**src/rtl/mdu_seq_if.sv**
```systemverilog
// Purpose: EX-stage handshake bundle between the pipeline and the multiply/divide unit.
// Latency: none; plain wires.
// Backpressure: stall flows back to the pipeline; start/flush/operands flow forward.
interface mdu_seq_if #(
  parameter int XLEN = 32
);
  logic            start;
  logic            flush;
  logic [2:0]      funct3;
  logic [XLEN-1:0] rs1_data;
  logic [XLEN-1:0] rs2_data;
  logic            stall;
  logic            done;
  logic [XLEN-1:0] result;

  // Pipeline side issues the op and consumes stall/done/result.
  modport master (
    output start, flush, funct3, rs1_data, rs2_data,
    input  stall, done, result
  );

  // Unit side.
  modport slave (
    input  start, flush, funct3, rs1_data, rs2_data,
    output stall, done, result
  );
endinterface

```
**src/rtl/mdu_seq.sv**
```systemverilog
// Purpose: iterative RV32M multiply/divide unit with its own sequencing FSM.
// Latency: XLEN+1 cycles start-to-done; divide-by-zero and signed overflow finish in 1.
// Backpressure: stall held combinationally from accept through the last iteration; flush aborts.
module mdu_seq #(
  parameter int XLEN  = 32,
  parameter int CNT_W = 6
) (
  input  logic       clk,
  input  logic       rst,
  mdu_seq_if.slave   bus
);

  typedef enum logic [1:0] {IDLE, CALC, DONE} state_t;

  localparam logic [XLEN-1:0] MIN_NEG = {1'b1, {(XLEN-1){1'b0}}};

  state_t            state_q, state_d;
  logic [CNT_W-1:0]  cnt_q;
  logic [2:0]        op_q;
  logic              sign_a_q, sign_b_q;
  logic [XLEN-1:0]   mag_a_q, mag_b_q;
  // hi_q: multiply accumulator / divide partial remainder.
  // lo_q: multiplier shifting out / dividend shifting out, quotient shifting in.
  logic [XLEN-1:0]   hi_q, lo_q, result_q;

  logic              accept, finish, stall_c, done_c;
  logic              a_signed, b_signed, is_div, special;
  logic [XLEN-1:0]   abs_a, abs_b, special_res;

  logic [XLEN:0]     mul_sum, div_shift;
  logic              div_ge;
  logic [XLEN-1:0]   div_diff, hi_n, lo_n;
  logic [2*XLEN-1:0] prod, prod_fix;
  logic [XLEN-1:0]   quo_fix, rem_fix, final_res;

  // Decode signedness, magnitudes and the no-iteration corner cases from the live inputs.
  always_comb begin
    a_signed    = (bus.funct3 == 3'b001) || (bus.funct3 == 3'b010) ||
                  (bus.funct3 == 3'b100) || (bus.funct3 == 3'b110);
    b_signed    = (bus.funct3 == 3'b001) || (bus.funct3 == 3'b100) ||
                  (bus.funct3 == 3'b110);
    is_div      = bus.funct3[2];
    abs_a       = (a_signed && bus.rs1_data[XLEN-1]) ? -bus.rs1_data : bus.rs1_data;
    abs_b       = (b_signed && bus.rs2_data[XLEN-1]) ? -bus.rs2_data : bus.rs2_data;
    special     = 1'b0;
    special_res = '0;
    if (is_div && (bus.rs2_data == '0)) begin
      special     = 1'b1;
      special_res = bus.funct3[1] ? bus.rs1_data : '1;
    end else if (is_div && !bus.funct3[0] && (bus.rs1_data == MIN_NEG) &&
                 (bus.rs2_data == '1)) begin
      special     = 1'b1;
      special_res = bus.funct3[1] ? '0 : MIN_NEG;
    end
  end

  // One iteration step for both datapaths, plus sign correction for the final cycle.
  always_comb begin
    mul_sum   = {1'b0, hi_q} + (lo_q[0] ? {1'b0, mag_a_q} : '0);
    div_shift = {hi_q, lo_q[XLEN-1]};
    div_ge    = (div_shift >= {1'b0, mag_b_q});
    div_diff  = div_shift[XLEN-1:0] - mag_b_q;
    if (op_q[2]) begin
      hi_n = div_ge ? div_diff : div_shift[XLEN-1:0];
      lo_n = {lo_q[XLEN-2:0], div_ge};
    end else begin
      hi_n = mul_sum[XLEN:1];
      lo_n = {mul_sum[0], lo_q[XLEN-1:1]};
    end
    prod     = {hi_n, lo_n};
    prod_fix = (sign_a_q ^ sign_b_q) ? -prod : prod;
    quo_fix  = (sign_a_q ^ sign_b_q) ? -lo_n : lo_n;
    rem_fix  = sign_a_q ? -hi_n : hi_n;
    case (op_q)
      3'b000:                 final_res = prod_fix[XLEN-1:0];
      3'b001, 3'b010, 3'b011: final_res = prod_fix[2*XLEN-1:XLEN];
      3'b100, 3'b101:         final_res = quo_fix;
      default:                final_res = rem_fix;
    endcase
  end

  // State register.
  always_ff @(posedge clk or posedge rst) begin
    if (rst) state_q <= IDLE;
    else     state_q <= state_d;
  end

  // Next state and pipeline-facing handshake.
  always_comb begin
    state_d = state_q;
    accept  = 1'b0;
    finish  = 1'b0;
    stall_c = 1'b0;
    done_c  = 1'b0;
    case (state_q)
      IDLE: begin
        if (bus.start && !bus.flush) begin
          accept  = 1'b1;
          stall_c = 1'b1;
          state_d = special ? DONE : CALC;
        end
      end
      CALC: begin
        if (bus.flush) begin
          state_d = IDLE;
        end else begin
          stall_c = 1'b1;
          if (cnt_q == CNT_W'(XLEN-1)) begin
            finish  = 1'b1;
            state_d = DONE;
          end
        end
      end
      DONE: begin
        // The instruction that owns this result is still in EX, so start is ignored here.
        done_c  = 1'b1;
        state_d = IDLE;
      end
      default: state_d = IDLE;
    endcase
  end

  // Operand latching, iteration and result capture.
  always_ff @(posedge clk or posedge rst) begin
    if (rst) begin
      cnt_q    <= '0;
      op_q     <= '0;
      sign_a_q <= 1'b0;
      sign_b_q <= 1'b0;
      mag_a_q  <= '0;
      mag_b_q  <= '0;
      hi_q     <= '0;
      lo_q     <= '0;
      result_q <= '0;
    end else if (accept) begin
      cnt_q    <= '0;
      op_q     <= bus.funct3;
      sign_a_q <= a_signed && bus.rs1_data[XLEN-1];
      sign_b_q <= b_signed && bus.rs2_data[XLEN-1];
      mag_a_q  <= abs_a;
      mag_b_q  <= abs_b;
      hi_q     <= '0;
      lo_q     <= is_div ? abs_a : abs_b;
      if (special) result_q <= special_res;
    end else if ((state_q == CALC) && !bus.flush) begin
      cnt_q <= cnt_q + CNT_W'(1);
      hi_q  <= hi_n;
      lo_q  <= lo_n;
      if (finish) result_q <= final_res;
    end
  end

  assign bus.stall  = stall_c;
  assign bus.done   = done_c;
  assign bus.result = result_q;

endmodule

```
**src/flat_wrapper.sv**
```systemverilog
// flat-port wrapper written by rule: the top's interface ports become plain ports
module mdu_seq_flat 
#(
  parameter int XLEN  = 32,
  parameter int CNT_W = 6
)
  (clk, rst, bus_start, bus_flush, bus_funct3, bus_rs1_data, bus_rs2_data, bus_stall, bus_done, bus_result);
  mdu_seq_if #(.XLEN(XLEN)) bus_i ();
  input  logic clk;
  input  logic rst;
  input wire logic [$bits(bus_i.start)-1:0] bus_start;
  input wire logic [$bits(bus_i.flush)-1:0] bus_flush;
  input wire logic [$bits(bus_i.funct3)-1:0] bus_funct3;
  input wire logic [$bits(bus_i.rs1_data)-1:0] bus_rs1_data;
  input wire logic [$bits(bus_i.rs2_data)-1:0] bus_rs2_data;
  output wire logic [$bits(bus_i.stall)-1:0] bus_stall;
  output wire logic [$bits(bus_i.done)-1:0] bus_done;
  output wire logic [$bits(bus_i.result)-1:0] bus_result;
  assign bus_i.start = bus_start;
  assign bus_i.flush = bus_flush;
  assign bus_i.funct3 = bus_funct3;
  assign bus_i.rs1_data = bus_rs1_data;
  assign bus_i.rs2_data = bus_rs2_data;
  assign bus_stall = bus_i.stall;
  assign bus_done = bus_i.done;
  assign bus_result = bus_i.result;
  mdu_seq #(.XLEN(XLEN), .CNT_W(CNT_W)) u_core (.clk(clk), .rst(rst), .bus(bus_i));
endmodule
```
**config.mk**
```make
export PLATFORM = sky130hd
export DESIGN_NAME = mdu_seq_flat
export DESIGN_NICKNAME = d
export VERILOG_FILES = /design/src/rtl/mdu_seq_if.sv /design/src/rtl/mdu_seq.sv /design/src/flat_wrapper.sv
export SDC_FILE = /design/constraint.sdc
export NUM_CORES = 1
export LEC_CHECK = 0
export ABC_CLOCK_PERIOD_IN_PS = 5400
export BUFFER_PORTS_ARGS = -buffer_cell sky130_fd_sc_hd__buf_2
export CORE_UTILIZATION = 30
export DETAILED_ROUTE_END_ITERATION = 8
export GPL_TIMING_DRIVEN = 0
export SETUP_SLACK_MARGIN = 0.1
export SYNTH_ARGS = -nofsm -noshare
export SYNTH_HDL_FRONTEND = slang
export SYNTH_SLANG_ARGS = --single-unit
```
**constraint.sdc**
```tcl
create_clock -name clk -period 5.4 [get_ports clk]
set_input_delay 0.81 -clock clk [delete_from_list [all_inputs] [get_ports clk]]
set_output_delay 0.81 -clock clk [all_outputs]
set_load 0.02 [all_outputs]
```
==> results of run 1 <==
## stage by stage
stage / cell area, µm² / setup slack, ns / TNS [ns] / hold WS, ns / util [%]
4_1_cts: 20100 / 0.0281 / 0 / 0.482 / 36.9
3_3_place_gp: 18100 / -2.51 / -54.95 / 0.457 / 33.3
3_5_place_dp: 18200 / -2.48 / -53.92 / 0.466 / 33.5
6_report: 20700 / 0.0468 / 0 / 0.483 / 38.2
2_1_floorplan: 16700 / 0.0110 / 0 / 0.438 / -
5_1_grt: 20700 / -0.00750 / -0.00750 / 0.506 / 38.2
## power by group through the flow
stage                     registers, W  logic, W  clock network (W)
after CTS                      0.00197   0.00815            0.00133
after global routing           0.00202   0.00947            0.00138
after global placement         0.00198   0.00709                  0
after detailed placement       0.00199   0.00713                  0
final                          0.00201   0.00903            0.00133
after floorplan                0.00182   0.00479                  0
## layout make-up
class	instances	area (µm²)	share of cell area (%)
well taps	739	925	4.46
flip-flops and latches	173	4350	21.0
repair buffers	198	1320	6.37
plain buffers	130	800	3.86
clock inverters	13	153	0.736
diodes	1	2.50	0.0121
clock buffers	19	453	2.18
inverters	76	294	1.42
multi-input cells	1820	12400	60.0
## worst min-delay path, delay by kind of cell (launching register included)
family | cells | cell delay, ns
compound gates | 1 | 0.06
simple gates | 1 | 0.05
flops | 1 | 0.34
## routing by layer
metal	vias up	wire length [µm]	track usage, %
li1	8443	-	-
met1	9367	34500	38.6
met2	1051	37700	46.3
met3	248	7430	5.13
met4	4	5300	16.8
met5	-	28	0
## final timing paths
path                                          from                    end  slack, ns
max in group asynchronous                      rst  u_core.bus.result[30]       3.90
worst max-delay path                u_core.hi_q[6]  u_core.bus.result[26]       0.05
min in group asynchronous                      rst     u_core.mag_b_q[11]       0.52
worst min register to register  u_core.mag_a_q[23]     u_core.mag_a_q[23]       0.48
worst max register to register      u_core.hi_q[6]  u_core.bus.result[26]       0.05
worst min-delay path            u_core.mag_a_q[23]     u_core.mag_a_q[23]       0.48
## sequential cells by signal, summed over array words and instances, names as in the netlist
name,count
u_core.bus.result,32
u_core.cnt_q,6
u_core.hi_q,32
u_core.lo_q,32
u_core.mag_a_q,32
u_core.mag_b_q,32
u_core.op_q,3
u_core.sign_a_q,1
u_core.sign_b_q,1
u_core.state_q,2
## placed cells by master (no fill, tap or decap), drive strengths merged, types with 15 or more instances in the layout
cell type | netlist | routed
nand4 | 31 | 31
xnor2 | 104 | 104
a21oi | 161 | 161
inv | 76 | 80
and3 | 21 | 21
nor3 | 58 | 58
a22o | 15 | 15
nor4 | 23 | 23
dfrtp | 173 | 173
a31oi | 42 | 42
xor2 | 74 | 74
o211ai | 61 | 61
o31ai | 19 | 19
o21ai | 243 | 243
and2 | 51 | 51
ha | 70 | 70
nand3 | 38 | 38
o21a | 22 | 22
a21o | 23 | 23
a211oi | 19 | 19
nand2b | 15 | 15
nor2 | 167 | 167
mux2i | 50 | 50
clkbuf | 98 | 108
nand2 | 297 | 297
buf | 39 | 239
## cells by family after synthesis
family | share of synthesized area (%)
XOR/XNOR | 9.36
adder cells (fa/ha/maj) | 5.50
multiplexers | 3.55
flip-flops | 26.0
buffers and inverters | 5.03
AND/OR/NAND/NOR | 22.3
AO/OA/AOI/OAI | 28.3
## repair_timing
| item | in CTS | in global routing |
|---|---|---|
| resized for setup | 203 | 98 |
| buffers inserted | 55 | 35 |
| setup endpoints to repair | 47 | 27 |
| hold endpoints to repair | 0 | 0 |
| pin swaps | 34 | 42 |
==> impl_metrics.yaml, run 1 <==
status:
  status: "complete, no violations"
sta:
  worst_slew_pin_slew_ns: 1.22
  setup_viol: 0
  finalHoldViolations: 0
  rsz0062_at_grt: "yes"
  fin_skew_ns: 0.0104
  period_needed_ns: 5.35
  finalMaxSlewViolations: 0
  fin_crit_sh_pct: 99.1
  fmax_ghz: 0.187
  slew-limit-headroom_pct: 18.2
yosys:
  seq_area_frac_synth_pct: 26.0
  yosysMostFrequentCell: "nand2_1"
  avgSynthCellArea_um2: 7.55
  netlist.area_leader.share_pct: 26.0
  synth_cells: 2206
  synth_cell_types: 92
  netlist_area_um2: 16700
  synth_edf_count: 0
  async_reset_ff_share_pct: 100
  synth_top_flop_cell: "dfrtp_1"
  synth_seq_cells: 173
  ys_warn_count: 0
  ys_top_cells_by_area: "dfrtp_1, o21ai_0, nand2_1"
  syn_nets: 2349
  synth_area_leader_cell: "dfrtp_1"
  ys_top_cells_by_count: "nand2_1, o21ai_0, dfrtp_1"
finish:
  drive_gt1_share_pct: 18.6
  syn_to_final_growth_pct: 24.5
  fillCellCount: 5637
  finalNetCount: 2559
  fin_cells: 3169
route:
  vias: 19100
  drt-initial-drc-count: 2414
  via_per_inst: 6.03
  first_pass_iters: 6
  ant_nets: 0
  wl_per_cell_um: 26.8
  drc: 0
  drt_wl_total_mm: 85.0
critical_path:
  max_stage_delay_ns: 0.55
  critPathMostFrequentCell: "buf_12"
  cpLargestDelayFamily: "simple AND/OR/NAND/NOR gates"
  critPathRequiredTime_ns: 5.74
  critPathLaunchType: "flop"
  critPathBufInv: 4
  r2r_cells: 22
  worst_ep_arrival_time_ns: 5.70
  cp_slowest_cell: "or4b_4"
  crit_path_end_kind: "flop"
  path_cells: "ha_1, buf_2, nand2_2, nor4_4, nand4_1, and3_4, buf_12, nand2_8, buf_12, a21oi_2, o21ai_2, ha_4, and4_1, a221o_1, nand4_4, or3_4, buf_6, or4b_4, o41ai_4, xnor2_1, a221oi_2, o211ai_1"
  path_depth: 22
  critical_path_class: "reg -> reg"
  cp_max_fo: 9
clock_tree:
  cts_buffer_depth: 2
  holdBufCountCts: 0
  clkSinkCount: 173
  cts_tree: "done"
  clk_latency_ns: 0.49
  cts-buffers-inserted: 17
  htree_levels: 4
  clk_pin_slew_ns: 0.07
  cts-root-buf: "clkbuf_16"
power_and_ir_drop:
  p_switching_w: 0.00668
  power.internal_w: 0.00569
  powerDensity_nw_per_um2: 597
  ir_drop_uv: 342
  clockPowerShare_pct: 10.7
  p_leak_nw: 8.51
  combPwrFrac_pct: 73.0
  seqPwrFrac_pct: 16.3
  total_power_w: 0.0124
  netSwitchingFraction_pct: 54.0
run:
  maxCapViolCount: 0
global_route:
  grt_util_all_layers_pct: 29.7
  grt_max_degree: 39
  grt_pass1_vias: 18000
  antenna_found_initial: 3
  grt_pass1_wl_mm: 122
  grt.overflow.total: 0
place:
  place.detailed.hpwl_mm: 67.8
  io_buffers: 104
  gp_congestion: 1.01
  place_inst: 3053
min_path:
  hold_class: "reg -> reg"
  min_path_cells: 2
floorplanning:
  dieHeight_um: 238
  die_w_um: 238
  ios: 105
  num_rows: 85
  initial_utilization_pct: 30.6
  core_um2: 54300
  dieArea_um2: 56500
(Power assumes the default switching activity.)
==> run 2, diff against run 1 <==
--- a/config.mk
+++ b/config.mk
@@ -11,3 +11,2 @@
 export DETAILED_ROUTE_END_ITERATION = 8
-export GPL_TIMING_DRIVEN = 0
 export SETUP_SLACK_MARGIN = 0.1
==> constraint.sdc (replaced) <==
create_clock -name clk -period 5.4 [get_ports clk]
set_input_delay 0.27 -clock clk [delete_from_list [all_inputs] [get_ports clk]]
set_output_delay 0.27 -clock clk [all_outputs]
set_load 0.02 [all_outputs]
==> run 2 against run 1 <==
Effect of this change:
- cell area is 8.3% lower
- sequential share of layout area is 1.8 points higher
- highest routed layer unchanged
- cell count is 3.8% lower
- die area stayed put
- critical path depth is 5 lower
- combinational power is 13% lower
- the run now ends with negative hold slack left
- clock power is 8% lower
- sequential cell count stayed put
- register-to-register slack better by 0.25 ns
- worst setup slack better by 0.25 ns
- clock skew is 0.0084 ns higher
- global-route usage is 3.5 points lower
==> impl_metrics.yaml, run 2 (synthesis results as in run 1) <==
clock_tree:
  clkSinkCount: 173
  clk_latency_ns: 0.48
  cts-buffers-inserted: 17
  cts_buffer_depth: 2
  post_cts.repair.setup_buffers: 0
  htree_levels: 4
  cts-root-buf: "clkbuf_16"
  clk_pin_slew_ns: 0.08
  cts_tree: "done"
global_route:
  grt_pass1_wl_mm: 111
  grt_pass1_vias: 17200
  grt_max_degree: 90
  grt.overflow.total: 0
  grt_util_all_layers_pct: 26.2
  antenna_found_initial: 2
sta:
  finalMaxSlewViolations: 0
  finalHoldViolations: 17
  period_needed_ns: 5.10
  fin_ws_ns: 0.301
  slew-limit-headroom_pct: 30.1
  fin_skew_ns: 0.0188
  setup_viol: 0
  fin_tns_setup_ns: 0
  fmax_ghz: 0.196
  rsz0062_at_grt: "no"
  holdWs_ns: -0.0372
  fin_crit_sh_pct: 94.4
  worst_slew_pin_slew_ns: 1.04
finish:
  final_common_cell: "nand2_1"
  antenna_cells: 0
  fillCellCount: 5739
  finalNetCount: 2440
  syn_to_final_growth_pct: 14.2
  drive_gt1_share_pct: 13.3
  layout_common_cells: "nand2_1, o21ai_0, dfrtp_1"
  final_area_um2: 19000
floorplanning:
  ios: 105
  dieHeight_um: 238
  dieArea_um2: 56500
  initial_utilization_pct: 30.6
  num_rows: 85
  die_w_um: 238
  core_um2: 54300
critical_path:
  cp_slowest_cell: "o31ai_1"
  critPathLaunchType: "flop"
  critical_path_class: "reg -> reg"
  crit_path_end_kind: "flop"
  cp_max_fo: 15
  worst_ep_arrival_time_ns: 5.50
  path_cells: "and2_1, ha_1, nand4_1, a2111oi_0, a211oi_1, buf_4, o211a_1, o31a_1, o31ai_1, mux2i_1, o211ai_1, nand3b_1, nor4_1, buf_4, mux2i_1, nand2_1, o211ai_1"
  critPathBufInv: 2
  max_stage_delay_ns: 0.59
  critPathRequiredTime_ns: 5.80
  cpLargestDelayFamily: "compound AO/OA/AOI/OAI gates"
power_and_ir_drop:
  clockPowerShare_pct: 11.2
  combPwrFrac_pct: 71.3
  powerDensity_nw_per_um2: 577
  power.internal_w: 0.00511
  p_switching_w: 0.00587
  ir_drop_uv: 298
  p_leak_nw: 8.05
  netSwitchingFraction_pct: 53.5
  seqPwrFrac_pct: 17.5
place:
  io_buffers: 104
  postPlaceCellArea_um2: 18400
  gp_congestion: 1.04
  place_ws_ns: 0.266
  place.detailed.hpwl_mm: 58.2
route:
  wl_per_cell_um: 24.4
  via_per_inst: 5.95
  vias: 18100
  drt_wl_total_mm: 74.4
  drt-initial-drc-count: 1821
  first_pass_iters: 7
  drc: 0
  ant_nets: 0
min_path:
  hold_class: "in -> async"
run:
  maxCapViolCount: 0
status:
  violations: "negative hold slack"
  status: "complete, but fails checks"
==> run 2: worst register-to-register path, cell delays in order, from the launching register on <==
cell       delay (ns)
dfrtp_2          0.49
and2_1           0.18
ha_1             0.40
nand4_1          0.16
a2111oi_0        0.48
a211oi_1         0.12
buf_4            0.19
o211a_1          0.26
o31a_1           0.39
o31ai_1          0.60
mux2i_1          0.27
o211ai_1         0.18
nand3b_1         0.33
nor4_1           0.37
buf_4            0.19
mux2i_1          0.19
nand2_1          0.07
o211ai_1         0.16
==> run 2: final cells by class <==
class / count / area, µm² / area share (%)
well taps: 739 / 925 / 4.86
inverters: 76 / 290 / 1.53
repair buffers: 209 / 1320 / 6.95
multi-input cells: 1820 / 11600 / 61.0
clock buffers: 21 / 450 / 2.37
clock inverters: 10 / 93.8 / 0.493
flip-flops and latches: 173 / 4330 / 22.8
==> run 2: repair_timing <==
item	in CTS	in global routing
endpoints found under the setup margin	0	14
hold buffers	0	0
resized for setup	0	21
==> run 2: metrics by stage <==
step                      cells  util (%)  total power [W]
final                      3048      35.0           0.0110
after CTS                  3048      34.9           0.0107
after global routing       3048      35.0           0.0116
after global placement     3017      33.9          0.00944
after detailed placement   3017      33.9          0.00944
after floorplan            2206         -          0.00661
==> run 2: worst paths after layout <==
kind / startpoint / end / slack [ns] / depth (start not counted)
min in group clk: bus_funct3[0] / u_core.op_q[0] / 0.08 / 3
min: rst / u_core.mag_a_q[8] / -0.04 / 2
max: u_core.lo_q[0] / u_core.bus.result[30] / 0.30 / 17
max in group asynchronous: rst / u_core.bus.result[31] / 4.38 / 3
min reg2reg: u_core.mag_a_q[31] / u_core.mag_a_q[31] / 0.47 / 2
max reg2reg: u_core.lo_q[0] / u_core.bus.result[30] / 0.30 / 17
==> run 2: routing by layer <==
metal / wire length, µm / vias up / GRT usage, %
met2: 32500 / 945 / 40.1
met1: 31000 / 8804 / 34.5
met3: 6420 / 193 / 4.91
met4: 4490 / 4 / 14.8
li1: - / 8184 / -
met5: 45 / - / 0
==> run 2: power groups by stage <==
stage	combinational, W	clock, W	sequential [W]
final	0.00783	0.00123	0.00192
after global routing	0.00834	0.00129	0.00196
after CTS	0.00756	0.00124	0.00191
after detailed placement	0.00751	0	0.00193
after global placement	0.00753	0	0.00191
after floorplan	0.00479	0	0.00182
